--- src/rtl/muldiv_pkg.sv ---
// Shared constants and state encoding for the MULT/DIV sequencer.
package muldiv_pkg;

  localparam logic [5:0] FN_MULT  = 6'b011000;
  localparam logic [5:0] FN_MULTU = 6'b011001;
  localparam logic [5:0] FN_DIV   = 6'b011010;
  localparam logic [5:0] FN_DIVU  = 6'b011011;

  localparam logic [1:0] ALUOP_RTYPE = 2'b10;

  typedef enum logic [1:0] {
    IDLE,
    MUL,
    DIV,
    FIX
  } muldiv_state_t;

endpackage

--- src/rtl/muldiv_step.sv ---
// One iteration over {acc, q}: shift-add multiply step or restoring divide step.
module muldiv_step #(
  parameter int unsigned WIDTH = 32
) (
  input  logic             div_i,
  input  logic [WIDTH-1:0] acc_i,
  input  logic [WIDTH-1:0] q_i,
  input  logic [WIDTH-1:0] b_i,
  output logic [WIDTH-1:0] acc_o,
  output logic [WIDTH-1:0] q_o
);

  logic [WIDTH:0] sum;
  logic [WIDTH:0] rem_sh;
  logic [WIDTH:0] diff;

  always_comb begin
    sum    = {1'b0, acc_i} + {1'b0, b_i};
    rem_sh = {acc_i, q_i[WIDTH-1]};
    // Extra bit keeps the shifted partial remainder exact; bit WIDTH of diff is the borrow.
    diff   = rem_sh - {1'b0, b_i};
    if (div_i) begin
      if (!diff[WIDTH]) begin
        acc_o = diff[WIDTH-1:0];
        q_o   = {q_i[WIDTH-2:0], 1'b1};
      end else begin
        acc_o = rem_sh[WIDTH-1:0];
        q_o   = {q_i[WIDTH-2:0], 1'b0};
      end
    end else if (q_i[0]) begin
      {acc_o, q_o} = {sum, q_i[WIDTH-1:1]};
    end else begin
      {acc_o, q_o} = {1'b0, acc_i, q_i[WIDTH-1:1]};
    end
  end

endmodule

--- src/rtl/muldiv_seq.sv ---
// Multi-cycle MULT/DIV sequencer holding architectural HI/LO.
// Define MULDIV_UNSIGNED_EN to also accept MULTU/DIVU.
module muldiv_seq #(
  parameter int unsigned WIDTH = 32
) (
  input  logic             CLK,
  input  logic             RST_N,
  input  logic             Start,
  input  logic [1:0]       ALUOP,
  input  logic [5:0]       Function,
  input  logic [WIDTH-1:0] OpA,
  input  logic [WIDTH-1:0] OpB,
  input  logic             Flush,
  output logic             Busy,
  output logic             Done,
  output logic             DivZero,
  output logic [WIDTH-1:0] HI,
  output logic [WIDTH-1:0] LO
);
  import muldiv_pkg::*;

  localparam int unsigned CntW = $clog2(WIDTH) + 1;

  muldiv_state_t    state_q, state_d;
  logic [CntW-1:0]  cnt_q, cnt_d;
  logic [WIDTH-1:0] acc_q, acc_d, qr_q, qr_d, b_q, b_d, a_q, a_d;
  logic [WIDTH-1:0] hi_q, hi_d, lo_q, lo_d;
  logic             neg_lo_q, neg_lo_d, neg_hi_q, neg_hi_d;
  logic             is_div_q, is_div_d, dz_q, dz_d;
  logic             done_q, done_d, divzero_q, divzero_d;

  logic             fn_mul, fn_div, fn_signed, req_ok, sa, sb;
  logic [WIDTH-1:0] step_acc, step_q;
  logic [2*WIDTH-1:0] prod;

  always_comb begin
    fn_signed = (Function == FN_MULT) || (Function == FN_DIV);
`ifdef MULDIV_UNSIGNED_EN
    fn_mul = (Function == FN_MULT) || (Function == FN_MULTU);
    fn_div = (Function == FN_DIV) || (Function == FN_DIVU);
`else
    fn_mul = (Function == FN_MULT);
    fn_div = (Function == FN_DIV);
`endif
    req_ok = Start && (ALUOP == ALUOP_RTYPE) && (fn_mul || fn_div);
    sa     = fn_signed && OpA[WIDTH-1];
    sb     = fn_signed && OpB[WIDTH-1];
  end

  muldiv_step #(
    .WIDTH(WIDTH)
  ) u_step (
    .div_i(state_q == DIV),
    .acc_i(acc_q),
    .q_i  (qr_q),
    .b_i  (b_q),
    .acc_o(step_acc),
    .q_o  (step_q)
  );

  always_comb begin
    state_d   = state_q;
    cnt_d     = cnt_q;
    acc_d     = acc_q;
    qr_d      = qr_q;
    b_d       = b_q;
    a_d       = a_q;
    neg_lo_d  = neg_lo_q;
    neg_hi_d  = neg_hi_q;
    is_div_d  = is_div_q;
    dz_d      = dz_q;
    hi_d      = hi_q;
    lo_d      = lo_q;
    divzero_d = divzero_q;
    done_d    = 1'b0;
    prod      = {acc_q, qr_q};

    if (Flush) begin
      state_d = IDLE;
    end else begin
      unique case (state_q)
        IDLE: begin
          if (req_ok) begin
            cnt_d    = CntW'(WIDTH);
            acc_d    = '0;
            qr_d     = sa ? -OpA : OpA;
            b_d      = sb ? -OpB : OpB;
            a_d      = OpA;
            neg_lo_d = sa ^ sb;
            neg_hi_d = sa;
            is_div_d = fn_div;
            dz_d     = fn_div && (OpB == '0);
            if (!fn_div)         state_d = MUL;
            else if (OpB == '0)  state_d = FIX;
            else                 state_d = DIV;
          end
        end
        MUL, DIV: begin
          acc_d = step_acc;
          qr_d  = step_q;
          cnt_d = cnt_q - CntW'(1);
          if (cnt_q == CntW'(1)) state_d = FIX;
        end
        FIX: begin
          state_d = IDLE;
          done_d  = 1'b1;
          if (!is_div_q) begin
            if (neg_lo_q) prod = -prod;
            {hi_d, lo_d} = prod;
            divzero_d    = 1'b0;
          end else if (dz_q) begin
            hi_d      = a_q;
            lo_d      = '1;
            divzero_d = 1'b1;
          end else begin
            // Most-negative / -1 wraps naturally to LO = most-negative, HI = 0.
            hi_d      = neg_hi_q ? -acc_q : acc_q;
            lo_d      = neg_lo_q ? -qr_q : qr_q;
            divzero_d = 1'b0;
          end
        end
        default: state_d = IDLE;
      endcase
    end
  end

  always_ff @(posedge CLK or negedge RST_N) begin
    if (!RST_N) begin
      state_q   <= IDLE;
      cnt_q     <= '0;
      acc_q     <= '0;
      qr_q      <= '0;
      b_q       <= '0;
      a_q       <= '0;
      neg_lo_q  <= 1'b0;
      neg_hi_q  <= 1'b0;
      is_div_q  <= 1'b0;
      dz_q      <= 1'b0;
      hi_q      <= '0;
      lo_q      <= '0;
      divzero_q <= 1'b0;
      done_q    <= 1'b0;
    end else begin
      state_q   <= state_d;
      cnt_q     <= cnt_d;
      acc_q     <= acc_d;
      qr_q      <= qr_d;
      b_q       <= b_d;
      a_q       <= a_d;
      neg_lo_q  <= neg_lo_d;
      neg_hi_q  <= neg_hi_d;
      is_div_q  <= is_div_d;
      dz_q      <= dz_d;
      hi_q      <= hi_d;
      lo_q      <= lo_d;
      divzero_q <= divzero_d;
      done_q    <= done_d;
    end
  end

  assign Busy    = (state_q != IDLE);
  assign Done    = done_q;
  assign DivZero = divzero_q;
  assign HI      = hi_q;
  assign LO      = lo_q;

endmodule
--- config.mk ---
export PLATFORM = sky130hd
export DESIGN_NAME = muldiv_seq
export DESIGN_NICKNAME = d
export VERILOG_FILES = /design/src/rtl/muldiv_pkg.sv /design/src/rtl/muldiv_step.sv /design/src/rtl/muldiv_seq.sv
export SDC_FILE = /design/constraint.sdc
export NUM_CORES = 1
export LEC_CHECK = 0
export ABC_CLOCK_PERIOD_IN_PS = 3700
export BUFFER_PORTS_ARGS = -buffer_cell sky130_fd_sc_hd__buf_4
export CAP_MARGIN = 0
export CORE_UTILIZATION = 57
export CTS_BUF_LIST = sky130_fd_sc_hd__clkbuf_8
export DETAILED_ROUTE_END_ITERATION = 16
export PLACE_DENSITY = 0.85
export SLEW_MARGIN = 30
export SYNTH_ARGS = -nofsm -noshare
export SYNTH_HDL_FRONTEND = slang
export SYNTH_SLANG_ARGS = --single-unit
--- constraint.sdc ---
create_clock -name CLK -period 3.7 [get_ports CLK]
set_clock_uncertainty 0.2 [all_clocks]
set_input_delay 0.185 -clock CLK [delete_from_list [all_inputs] [get_ports CLK]]
set_output_delay 0.185 -clock CLK [all_outputs]
set_load 0.01 [all_outputs]
==> Word-level counts from Yosys, hierarchy flattened <==
Index checks and enable logic that the tools add are counted.
{ "classes": {"add_sub_neg": 8, "mul": 0, "div": 0, "n_lt_le_gt_ge": 0, "n_eq_ne": 10, "n_shift": 0, "n_mux": 31, "bitwise_logic": 2, "reduce_logical": 15} }
{ "ops": {"columns": ["op", "count"], "rows": [
  ["two-way mux 32 bit", 15],
  ["negator 32 bit", 4],
  ["case mux 32 bit (2 select lines)", 2],
  ["two-way mux 64 bit", 1],
  ["negator 64 bit", 1],
  ["adder 32 x 32 -> 33 bit", 1],
  ["subtractor 33 x 32 -> 33 bit", 1],
  ["logical NOT 32 bit", 1],
  ["equality test 6 x 5 -> 1 bit (second input constant)", 2],
  ["case mux 6 bit (2 select lines)", 1],
  ["two-way mux 2 bit", 4],
  ["equality test 2 bit (second input constant)", 3],
  ["equality test 6 x 1 -> 1 bit (second input constant)", 1],
  ["two-way mux 1 bit", 6],
  ["two-way mux 6 bit", 1],
  ["!= test 3 bit (second input constant)", 2],
  ["case mux 2 bit (3 select lines)", 1],
  ["AND reduction 3 bit", 2],
  ["subtractor 6 x 1 -> 6 bit (second input constant)", 1],
  ["logical AND 1 bit", 5],
  ["AND reduction 2 bit", 2],
  ["nonzero test 2 bit", 2],
  ["equality test 2 x 1 -> 1 bit (second input constant)", 1],
  ["logical NOT 2 bit", 1],
  ["other kinds (5)", 5]
]} }
{ "totals": {"ff_bits": 206, "latchBits": 0, "ram_bits": 0, "mem_bits_ro": 0, "input_bits": 76, "word_cells": 80, "n_memories": 0} }

==> Logic depth before layout (Yosys ltp) <==
{ "logic_depth": {"ltp_word": 6, "ltp_mapped": 13} }

==> By module <==
From an unflattened synthesis, not the netlist that was laid out.
{ "hier_totals": {"cells_unflattened": 2171, "area_unflattened_um2": 17251.5} }
{ "modules_own_cells": {"columns": ["module", "n_inst", "cells_per_inst", "area_per_inst_um2"], "rows": [
  ["muldiv_seq", 1, 1487, 12410.7],
  ["muldiv_step", 1, 684, 4840.9]
]} }

==> Worst setup path before layout <==
OpenSTA, ideal clock, no wires.
{ "synth_timing": {"path_kind": "register to register", "from": "reg acc_q[0]", "to": "reg hi_q[24], in the netlist HI[24]", "setup_time_ns": 0.064, "arrival_time_ns": 3.262, "slack_ns": 0.174, "path_stages_with_launch": 13, "cell_sequence": "dfrtp_1 inv_1 ha_1 or3b_1 or3_1 clkbuf_1 or4_4 or4b_4 o21ai_0 xnor2_1 nor2_1 a211oi_1 a21o_1"} }
{ "synth_via": {"elab_chain_cells": 4, "word_cells_on_any_way": 6} }
{ "synth_lines": {"columns": ["element", "line", "text"], "rows": [
  ["start: declaration", "muldiv_seq.sv:26", "logic [WIDTH-1:0] acc_q, acc_d, qr_q, qr_d, b_q, b_d, a_q, a_d;"],
  ["start signal: assignment", "muldiv_seq.sv:131", "acc_q <= '0;"],
  ["start signal: assignment", "muldiv_seq.sv:146", "acc_q <= acc_d;"],
  ["negator 32 bit", "muldiv_seq.sv:117", "hi_d = neg_hi_q ? -acc_q : acc_q;"],
  ["two-way mux 32 bit", "muldiv_seq.sv:117", null],
  ["two-way mux 32 bit", "muldiv_seq.sv:111", "end else if (dz_q) begin"],
  ["two-way mux 32 bit *", "muldiv_seq.sv:107", "if (!is_div_q) begin"],
  ["end signal: assignment", "muldiv_seq.sv:154", "hi_q <= hi_d;"],
  ["end: declaration", "muldiv_seq.sv:27", "logic [WIDTH-1:0] hi_q, hi_d, lo_q, lo_d;"]
]} }
Every way passes the cells marked *; elsewhere a longest branch is shown, timed or not.
A chain may end at the register's enable or synchronous reset.

==> Worst setup path after layout <==
{ "layout_timing": {"from": "reg qr_q[11]", "to": "reg hi_q[29], in the netlist HI[29]"} }
{ "layout_via": {"elab_chain_cells": 3} }
{ "layout_lines": {"columns": ["element", "line", "text"], "rows": [
  ["start: declaration", "muldiv_seq.sv:26", null],
  ["start signal: assignment", "muldiv_seq.sv:147", "qr_q <= qr_d;"],
  ["negator 64 bit", "muldiv_seq.sv:108", "if (neg_lo_q) prod = -prod;"],
  ["two-way mux 64 bit", "muldiv_seq.sv:108", null],
  ["two-way mux 32 bit", "muldiv_seq.sv:107", null]
]} }
Every way passes these cells.

==> flow_summary_export.csv <==
group,metric,value,unit
outcome,outcome,"completed",
synthesis,post_synth.cell_area_avg,7.79,um2
floorplanning,start_util,58.7,%
synthesis,seq_area_frac_synth,31.3,%
global_route,grt-ovfl-total,0,
synthesis,ys_async_sr_fraction,100,%
place,gp_congestion,0.976,
layout,nNetsFinal,2476,
sta,fmax,0.274,GHz
floorplanning,die_area,0.0296,mm2
sta,hold_viol_final,0,
sta,rsz0062_at_grt,"false",
synthesis,ys_top_cells_by_count,"nand2_1, o21ai_0, dfrtp_1, a21oi_1, nor2_1",
place,numPortBuffers,142,
run,maxCapViolCount,0,
sta,final.setup.tns,0,ns
floorplanning,num_rows,61,
sta,hold_slack,0.0324,ns
setup_path,reg2reg_depth,9,
synthesis,yosys_register_bits,206,
synthesis,synth_top_area_share,31.3,%
setup_path,critPathArrivalTime,3.94,ns
synthesis,synth_top_cell_by_area,"dfrtp_1",
route,drt-total-wl,55900,um
global_route,grt-busiest-layer,"met2",
route,drtPass1Iterations,6,
route,wl_per_cell,20.5,um
setup_path,r2r-end,"HI[29]",
sta,min_period_over_period,98.7,%
setup_path,cp-start-kind,"register",
sta,fin_crit,3.65,ns
setup_path,critical_path_required,3.99,ns
setup_path,reg2reg_slack,0.05,ns
synthesis,synth_flop_cell,"dfrtp_1",
floorplanning,fp.dieH,172,um
sta,setup_viol,0,
layout,design_area,0.0198,mm2
route,viasPerCell,6.34,
cts,post_cts_buffers,0,
cts,cts_root_buf,"clkbuf_8",
global_route,grt_usage,38.0,%
pwr,ir_drop,0.852,mV
cts,cts_buffer_depth,3,
cts,insertion_delay,0.58,ns
synthesis,ys_types,75,
floorplanning,die_w,172,um
route,drtIter0Drc,2174,
sta,tightest_slew,0.895,ns
synthesis,syn_nets,2266,
cts,cts_tree,"done",
floorplanning,ios,143,
synthesis,yosysWarnings,0,
global_route,use_met1,48.1,%
route,final_antenna_net_count,0,
setup_path,crit_path_end_kind,"register",
global_route,use_met2,61.9,%
sta,drv_slew,0,
synthesis,ys_top_cells_by_area,"dfrtp_1, nand2_1, o21ai_0",
layout,layout-drive-gt1-share,13.7,%
floorplanning,fp.coreArea,0.0281,mm2
synthesis,postSynthCellCount,2114,
global_route,grt_pass1_wl,87900,um
global_route,met3_usage,6.00,%
cts,clock-sinks,206,
global_route,antenna_found_initial,0,
place,placed_area,0.0182,mm2
setup_path,crit_type,"reg2reg",
min_path,hp-class,"in2async",
layout,diodes,0,
place,hpwl,39300,um
synthesis,synth_edf_count,0,
place,dpl.cell_count,2580,
route,vias,17300,
synthesis,synth_area,0.0165,mm2
route,drc,0,
sta,slew_headroom,40.3,%
synthesis,synth.most_common_cell,"nand2_1",
pwr,leakage,9.31,nW
layout,stdcell_count,2727,
setup_path,rr_startpoint,"qr_q[11]",
global_route,grt_max_degree,98,
cts,numCtsBuffers,38,
pwr,p_per_area,966,mW/mm2
cts,htreeDepth,2,
layout,syn_to_final_growth,20.2,%
global_route,grt_pass1_vias,16500,
cts,clk_pin_slew,0.06,ns
setup_path,critical_path.max_fanout,14,
critical path, stage by stage (launching register included):
cell	delay, ns
dfrtp_1	0.47
or4_1	0.53
or3_1	0.42
or3_4	0.46
or4_4	0.56
or3_4	0.39
o21ai_2	0.13
xnor2_1	0.12
o21ai_0	0.08
o21ai_0	0.19
kinds of logic after synthesis:
kind of cell    Yosys count  share of synthesized area, %
simple gates            730                          20.1
compound gates          637                          23.7
buf+inv                 208                          4.84
flops                   206                          31.3
xor+xnor                188                          9.99
fa+ha+maj                76                          5.86
mux                      69                          4.23
layout make-up:
cell class                 count  area, um2
clock buffer                  43        592
clock inverter                22        139
fill                        2211       8290
inverter                      65        244
multi-input combinational   1700      10600
sequential                   206       5160
tap                          378        473
timing repair buffer         313       2620
per-stage QoR:
stage	power, mW	worst slack (ns)	utilization (%)
6_report	19.1	0.0475	70.5
5_1_grt	20.5	0.00421	70.5
4_1_cts	18.7	0.0609	70.3
3_5_place_dp	16.4	-0.0211	64.8
3_3_place_gp	16.1	0.00754	64.8
2_1_floorplan	12.6	0.174	-
how the worst max path moves through the flow:
stage	from	slack (ns)	to
floorplan	acc_q[0]	0.17	HI[24]
global placement	acc_q[4]	0.008	acc_q[20]
detailed placement	acc_q[4]	-0.02	acc_q[20]
CTS	OpB[4]	0.06	b_q[30]
global route	qr_q[19]	0.004	HI[29]
finish	qr_q[11]	0.05	HI[29]
layout by cell type (no fill, tap or decap), drive strengths merged, types with 25 or more instances in the layout:
cell	count
nand2	371
o21ai	256
buf	231
dfrtp	206
a21oi	156
nor2	132
xnor2	98
xor2	90
dlygate4sd3	81
inv	77
ha	74
mux2i	64
clkbuf	44
nand3	37
nor3	36
o211ai	31
o31ai	31
or3	30
a21o	25
power breakdown:
group / switching (mW) / internal (mW) / leakage (nW) / total (mW)
Clock: 1.06 / 1.14 / 0.427 / 2.21
Combinational: 7.63 / 5.62 / 6.17 / 13.2
Sequential: 0.757 / 2.92 / 2.71 / 3.67
flip-flops by register name, indices dropped and copies added (netlist names), 2 cells and up:
name	count
state_q	2
LO	32
a_q	32
b_q	32
acc_q	32
HI	32
qr_q	32
cnt_q	6
repair_timing:
action                     in CTS  in global routing
setup endpoints to repair       5                 13
resized for setup               1                  8
gates cloned                    0                  0
hold buffers                   81                  0
hold endpoints to repair      197                  0
metal layers:
layer | part of all wire [%] | wire length, um
met5 | 0 | 0
met4 | 5.5 | 3090
met2 | 46 | 25700
met3 | 9.2 | 5150
met1 | 39 | 22000
Note: power is estimated with default switching activity, not from simulation.
